--- config.mk ---
export PLATFORM = sky130hd
export DESIGN_NAME = spi_controller
export DESIGN_NICKNAME = d
export VERILOG_FILES = /design/src/rtl/spi_controller.sv
export SDC_FILE = /design/constraint.sdc
export NUM_CORES = 1
export LEC_CHECK = 0
export CAP_MARGIN = 30
export CORE_ASPECT_RATIO = 1.5
export CORE_MARGIN = 2
export CORE_UTILIZATION = 58
export DETAILED_ROUTE_END_ITERATION = 8
export GPL_TIMING_DRIVEN = 0
export PLACE_DENSITY_LB_ADDON = 0.08
export SLEW_MARGIN = 20
export SYNTH_ARGS = -nofsm -noshare
export SYNTH_HDL_FRONTEND = slang
export SYNTH_SLANG_ARGS = --single-unit
--- constraint.sdc ---
create_clock -name clk -period 3.8 [get_ports clk]
set_clock_uncertainty 0.05 [all_clocks]
set_input_delay 0.76 -clock clk [delete_from_list [all_inputs] [get_ports clk]]
set_output_delay 0.76 -clock clk [all_outputs]
set_load 0.05 [all_outputs]
--- src/rtl/spi_controller.sv ---
// SPI mode-0 initiator for the 16-bit {rw, addr[6:0], data[7:0]} register-access frame.
// One request at a time over valid/ready; one response pulse per completed frame.
module spi_controller #(
  parameter int unsigned CLK_DIV  = 4,
  parameter int unsigned CS_SETUP = 2,
  parameter int unsigned CS_HOLD  = 2,
  parameter int unsigned IDLE_GAP = 2
) (
  input  logic       clk,
  input  logic       rst_n,
  input  logic       req_valid,
  output logic       req_ready,
  input  logic       req_rw,
  input  logic [6:0] req_addr,
  input  logic [7:0] req_wdata,
  output logic       rsp_valid,
  output logic [7:0] rsp_rdata,
  output logic       busy,
  output logic       SCLK,
  output logic       COPI,
  output logic       nCS,
  input  logic       CIPO
);

  localparam int unsigned CNT_W   = 8;
  localparam int unsigned FRAME_W = 16;
  localparam int unsigned IDX_W   = 4;

  typedef enum logic [2:0] {IDLE, SETUP, LOW, HIGH, HOLD, GAP} state_t;

  state_t               state;
  logic [CNT_W-1:0]     cnt;
  logic [CNT_W-1:0]     lim_c;
  logic                 done_c;
  logic [IDX_W-1:0]     bit_idx;
  logic [FRAME_W-1:0]   frame;
  logic [7:0]           shreg;

  // Terminal count of the phase timer for the current state.
  always_comb begin
    lim_c = '0;
    unique case (state)
      SETUP:     lim_c = CNT_W'(CS_SETUP - 1);
      LOW, HIGH: lim_c = CNT_W'(CLK_DIV - 1);
      HOLD:      lim_c = CNT_W'(CS_HOLD - 1);
      GAP:       lim_c = CNT_W'(IDLE_GAP - 1);
      default:   lim_c = '0;
    endcase
  end

  assign done_c = (cnt == lim_c);

  always_ff @(posedge clk or negedge rst_n) begin
    if (!rst_n) begin
      state     <= IDLE;
      cnt       <= '0;
      bit_idx   <= '0;
      frame     <= '0;
      shreg     <= '0;
      SCLK      <= 1'b0;
      COPI      <= 1'b0;
      nCS       <= 1'b1;
      rsp_valid <= 1'b0;
      rsp_rdata <= 8'h00;
      busy      <= 1'b0;
      req_ready <= 1'b1;
    end else begin
      rsp_valid <= 1'b0;
      if (state != IDLE) begin
        cnt <= done_c ? '0 : cnt + CNT_W'(1);
      end
      unique case (state)
        IDLE: begin
          if (req_valid && req_ready) begin
            frame     <= {req_rw, req_addr, req_rw ? req_wdata : 8'h00};
            nCS       <= 1'b0;
            COPI      <= req_rw;
            busy      <= 1'b1;
            req_ready <= 1'b0;
            bit_idx   <= IDX_W'(15);
            cnt       <= '0;
            state     <= SETUP;
          end
        end
        SETUP: begin
          if (done_c) state <= LOW;
        end
        LOW: begin
          if (done_c) begin
            SCLK <= 1'b1;
            // Data byte is sampled on the rising edge with the value CIPO holds now.
            if (bit_idx <= IDX_W'(7)) shreg <= {shreg[6:0], CIPO};
            state <= HIGH;
          end
        end
        HIGH: begin
          if (done_c) begin
            SCLK <= 1'b0;
            if (bit_idx == '0) begin
              state <= HOLD;
            end else begin
              bit_idx <= bit_idx - IDX_W'(1);
              COPI    <= frame[bit_idx - IDX_W'(1)];
              state   <= LOW;
            end
          end
        end
        HOLD: begin
          if (done_c) begin
            nCS       <= 1'b1;
            COPI      <= 1'b0;
            rsp_valid <= 1'b1;
            rsp_rdata <= frame[15] ? 8'h00 : shreg;
            state     <= GAP;
          end
        end
        GAP: begin
          if (done_c) begin
            busy      <= 1'b0;
            req_ready <= 1'b1;
            state     <= IDLE;
          end
        end
        default: state <= IDLE;
      endcase
    end
  end

endmodule

Yosys cells after proc, flatten, opt, wreduce, memory -nomap -nowiden --
Cells that the tools add are included.
Word-level totals: word-level logic and storage cells 84, output and inout port bits 14, register bits 53, input bits 20
Operators by class: reduce and logical (&&, ||, !) cells 20, $lt $le $gt $ge 2, muxes and demuxes 35, $add $sub $neg 2, equality and inequality tests 13
Operator list (number):
- 2-to-1 mux 8 bit | 6
- 2-to-1 mux 3 bit | 7
- one-hot mux 3 bit (6 select lines) | 1
- inequality test 2 bit (second input constant) | 7
- 2-to-1 mux 4 bit | 3
- AND reduction 3 bit | 4
- 2-to-1 mux 1 bit | 10
- adder 8 x 1 -> 8 bit (second input constant) | 1
- == test 8 bit | 1
- one-hot mux 1 bit (2 select lines) | 4
- one-hot mux 4 bit (2 select lines) | 1
- nonzero test 2 bit | 4
- == test 3 x 2 -> 1 bit (second input constant) | 2
- == test 3 bit (second input constant) | 2
- AND reduction 6 bit | 1
- nonzero test 3 bit | 2
- < comparator 4 x 5 -> 1 bit (second input constant) | 1
- AND reduction 5 bit | 1
- binary-select mux 1 bit (select 4 bit) | 1
- less-or-equal comparator 4 x 3 -> 1 bit (second input constant) | 1
- zero test 4 bit | 1
- one-hot mux 2 bit (2 select lines) | 1
- AND reduction 2 bit | 2
- AND reduction 4 bit | 1
- other kinds (7) | 7

Longest topological paths before layout --
depth in word-level cells 8, depth in mapped cells 10, mapped depth without buffers 8

Worst setup path before layout --
Ideal clock, no wire load.
path kind register to register, from register bit_idx[0], to register COPI, arrival 2.309 ns, stages on the path, launching flop included 10, path buffers 1, required time 3.624 ns, setup slack 1.315 ns, library setup time 0.126 ns, period minus slack after synthesis 2.485 ns, cells stage by stage dfrtp_1 -> clkbuf_1 -> inv_1 -> ha_1 -> xor2_1 -> mux4_2 -> nand2b_1 -> a32oi_1 -> nor2_1 -> o32a_1
On the way: longest elaborated chain between the ends 6, elaborated cells on any way between the ends 9, classes of those cells add/sub (1); eq/ne (1); mux (5); reduce/logical (2)
RTL lines:
- start, declared | line 35 | logic [IDX_W-1:0] bit_idx;
- start signal, assigned | line 102 | bit_idx <= bit_idx - IDX_W'(1);
- subtractor 4 x 1 -> 4 bit | line 103 | COPI <= frame[bit_idx - IDX_W'(1)];
- binary-select mux 1 bit (select 4 bit) | line 103
- 2-to-1 mux 1 bit (implied by the code) | line 103
- 2-to-1 mux 1 bit | line 99 | if (bit_idx == '0) begin
- 2-to-1 mux 1 bit | line 97 | if (done_c) begin
- one-hot mux 1 bit (3 select lines) | line 72 | unique case (state)
- end signal, assigned | line 77 | COPI <= req_rw;
- end signal, assigned | line 103
- end, declared | line 20 | output logic COPI,
Parallel ways exist; a longest one is shown, timed or not. The select of a mux whose other input is x is not followed. A chain may end at the register's enable or synchronous reset.

Worst setup path after layout --
Ends and elaborated chain as after synthesis.

==> qor.csv <==
stage,metric,value,unit
synthesis,post-synthesis cell count,265,
floorplan,Rows,29,
clock_network,Worst-Skew Late Latency,0.31,ns
worst_setup_path,FF-to-FF setup slack,0.92,ns
sta,fmax,347,MHz
sta,Tcrit/Tclk final,0.759,
global_route,overall global routing resource usage,0.243,
sta,slew margin rel.,0.566,
synthesis,Post-Synthesis Net Count,287,
final_layout,area growth from synthesis to layout,18.4,%
worst_setup_path,CP Capture Point,COPI$_DFFE_PN0P_,
global_route,grt ovf,0,
power_and_ir_drop,LEAKAGE,0.00131,uW
worst_setup_path,Worst EP required,3.95,ns
detailed_routing,detailed-route via count,1988,
sta,setup TNS,0,ns
placement,RePlAce Congestion,0.898,
placement,detailed placement HPWL,3.73,mm
power_and_ir_drop,Power Density,310,nW/um^2
placement,dpl cells,343,
synthesis,leading area contributor after synthesis,dfrtp_1,
synthesis,main area contributors after synthesis,"dfrtp_1 (51%), nand2_1 (9.2%), mux2_2 (4.0%), nand3_1 (3.6%), o21ai_0 (3.4%)",
clock_network,postcts setup bufs,0,
run,Max Cap Viol,0,
final_layout,utilization after layout,0.710,
placement,count of input and output buffers,32,
global_route,initial antenna violation count,0,
clock_network,CTS Buf Count,5,
sta,"Setup violations, final",0,
detailed_routing,total routed wirelength,5.18,mm
power_and_ir_drop,maximum vdd ir drop,0.265,mV
sta,"Min Clock Period, post-route",2.88,ns
clock_network,clock sinks,53,
synthesis,mean post-synth cell area,9.53,um^2
clock_network,Clock Tree Buf Depth,2,
detailed_routing,Residual DRC,0,
sta,worst slew pin tran,0.651,ns
global_route,pin count of the biggest net entering global routing,54,
final_layout,area of the multi-input gates,1120,um^2
global_route,global-route wire length before repair,9.20,mm
clock_network,Worst-path clk slew,0.10,ns
worst_setup_path,Worst setup EP type,flop,
worst_setup_path,crit path max fanout,10,
detailed_routing,drt wl/cell,14.8,um
final_layout,layout net count,326,
detailed_routing,Routed Antenna Nets,0,
floorplan,Vert. Die Dim,84.8,um
detailed_routing,Vias/cell,5.66,
worst_setup_path,worst r2r src,bit_idx[0]$_DFFE_PN0P_,
synthesis,Synthesis Warnings,0,
detailed_routing,Initial DRC Count,73,
clock_network,root buffer cell,clkbuf_8,
worst_hold_path,WHS Path Cells,2,
synthesis,top cell type's share of synthesized area,0.505,
final_layout,Post-Layout Cell Count,351,
worst_setup_path,reg-to-reg endpoint,COPI$_DFFE_PN0P_,
final_layout,share of cells above drive strength 1,0.0852,
worst_setup_path,critical path type,flop to flop,
status,status,"complete, no violations",
synthesis,"flops & latches, synth",53,
synthesis,sequential-to-total area share from yosys stat,0.526,
floorplan,initial core utilization,0.600,
final_layout,FF/Latch Area,1330,um^2
final_layout,fillers,345,
clock_network,Hold Buf Count CTS,0,
floorplan,Die Area,4910,um^2
floorplan,Core Footprint,4210,um^2
synthesis,Async SR Flop Fraction,1.00,
sta,Final Hold Fails,0,
worst_setup_path,Reg2Reg Depth,9,
clock_network,CTS tree,yes,
clock_network,cts repair resizes,0,
final_layout,diodes inserted,0,
sta,RSZ-0062 raised after global routing,no,
synthesis,Post-Syn Area,2520,um^2
floorplan,chip width,57.9,um
synthesis,number of enable flip-flop cells after synthesis,0,
worst_setup_path,startpoint types,flop,
worst_setup_path,Crit. Startpoint,bit_idx[0]$_DFFE_PN0P_,
floorplan,I/O pin cnt,34,
sta,max-slew violations,0,
worst_setup_path,crit path DAT,3.04,ns
clock_network,# H-tree levels,2,
global_route,vias in the first global route,2079,
synthesis,synth unique cells,39,
synthesis,top_reg_cell synth,dfrtp_1,
worst_hold_path,HP Class,flop to flop,
detailed_routing,Detailed Routing Iterations Pass 1,4,
-- cells in the mapped netlist (4+ instances only) --
cell,n
nor2_1,20
dfrtp_1,51
a21oi_1,5
mux2i_1,6
nand3_1,18
nand2b_1,12
nand2_1,62
mux2_2,9
o21ai_0,17
xor2_1,5
inv_1,4
clkbuf_1,11
-- critical path, stage by stage (launching register included) --
cell and delay (ns):
dfrtp_1 0.34, clkbuf_1 0.31, inv_1 0.14, ha_1 0.29, xor2_1 0.37, mux4_2 0.56, nand2b_1 0.16, a32oi_1 0.17
nor2_1 0.06, o32a_1 0.34
-- state kept, by name, summed over array words and instances, names as in the netlist, 3 cells and up --
signal,flops
cnt,8
rsp_rdata,8
frame,16
state,3
bit_idx,4
shreg,8
-- per-stage QoR --
step	instance area, um^2	hold WS, ns	power, uW	worst slack (ns)
finish	2990	0.412	928	0.916
detailed placement	2900	0.398	613	0.987
global placement	2900	0.393	613	0.353
global route	2990	0.453	961	0.713
CTS	2990	0.419	935	0.927
floorplan	2520	0.381	581	1.31
-- logic make-up after synthesis --
family,synth area share
fa+ha+maj,0.00991
buf+inv,0.0282
simple gates,0.233
mux,0.0728
flops,0.526
xor+xnor,0.0278
compound gates,0.102
-- layer usage --
metal / track usage / up-vias / wire, um
met3: 0.0503 / 10 / 191
met5: 0 / - / 0
met1: 0.283 / 948 / 2140
met2: 0.421 / 48 / 2750
met4: 0.112 / 0 / 102
li1: - / 982 / -
-- layout make-up --
class,instances,share of cell area
plain buffers,14,0.0188
clock buffers,5,0.0230
clock inverters,3,0.00711
inverters,4,0.00502
multi-input cells,194,0.376
flip-flops and latches,53,0.444
well taps,46,0.0192
repair buffers,32,0.106
-- how the worst min path moves through the flow --
stage / startpoint / end / slack, ns
final: nCS$_DFFE_PN1P_ / nCS$_DFFE_PN1P_ / 0.41
after global routing: nCS$_DFFE_PN1P_ / nCS$_DFFE_PN1P_ / 0.45
after CTS: nCS$_DFFE_PN1P_ / nCS$_DFFE_PN1P_ / 0.42
after detailed placement: frame[3]$_DFFE_PN0P_ / frame[3]$_DFFE_PN0P_ / 0.40
after global placement: frame[3]$_DFFE_PN0P_ / frame[3]$_DFFE_PN0P_ / 0.39
after floorplan: frame[3]$_DFFE_PN0P_ / frame[3]$_DFFE_PN0P_ / 0.38
-- power breakdown --
part           internal [uW]  switching (uW)
combinational           18.3            17.4
sequential               565           0.833
clock                    131             195
total                    714             214
-- cells in the final DEF, fill, tap and decap left out, types with 2 or more instances in the layout --
cell type        count
o31a_1               2
nor2b_1              3
a2111oi_0            3
dfrtp_1             51
buf_2                3
clkbuf_8             5
clkbuf_1            11
dfstp_2              2
a31oi_1              3
nand3_1             18
mux2_2               9
nand2b_1            12
nand2_1             62
o211ai_1             2
a21oi_1              5
inv_1                4
o21ai_0             17
mux2i_1              6
nand4_1              2
nor3_1               3
xnor2_1              3
xor2_1               5
nor2_1              20
ha_1                 2
clkdlybuf4s50_1     31
and3_1               2
Note: power is estimated with default switching activity, not from simulation.
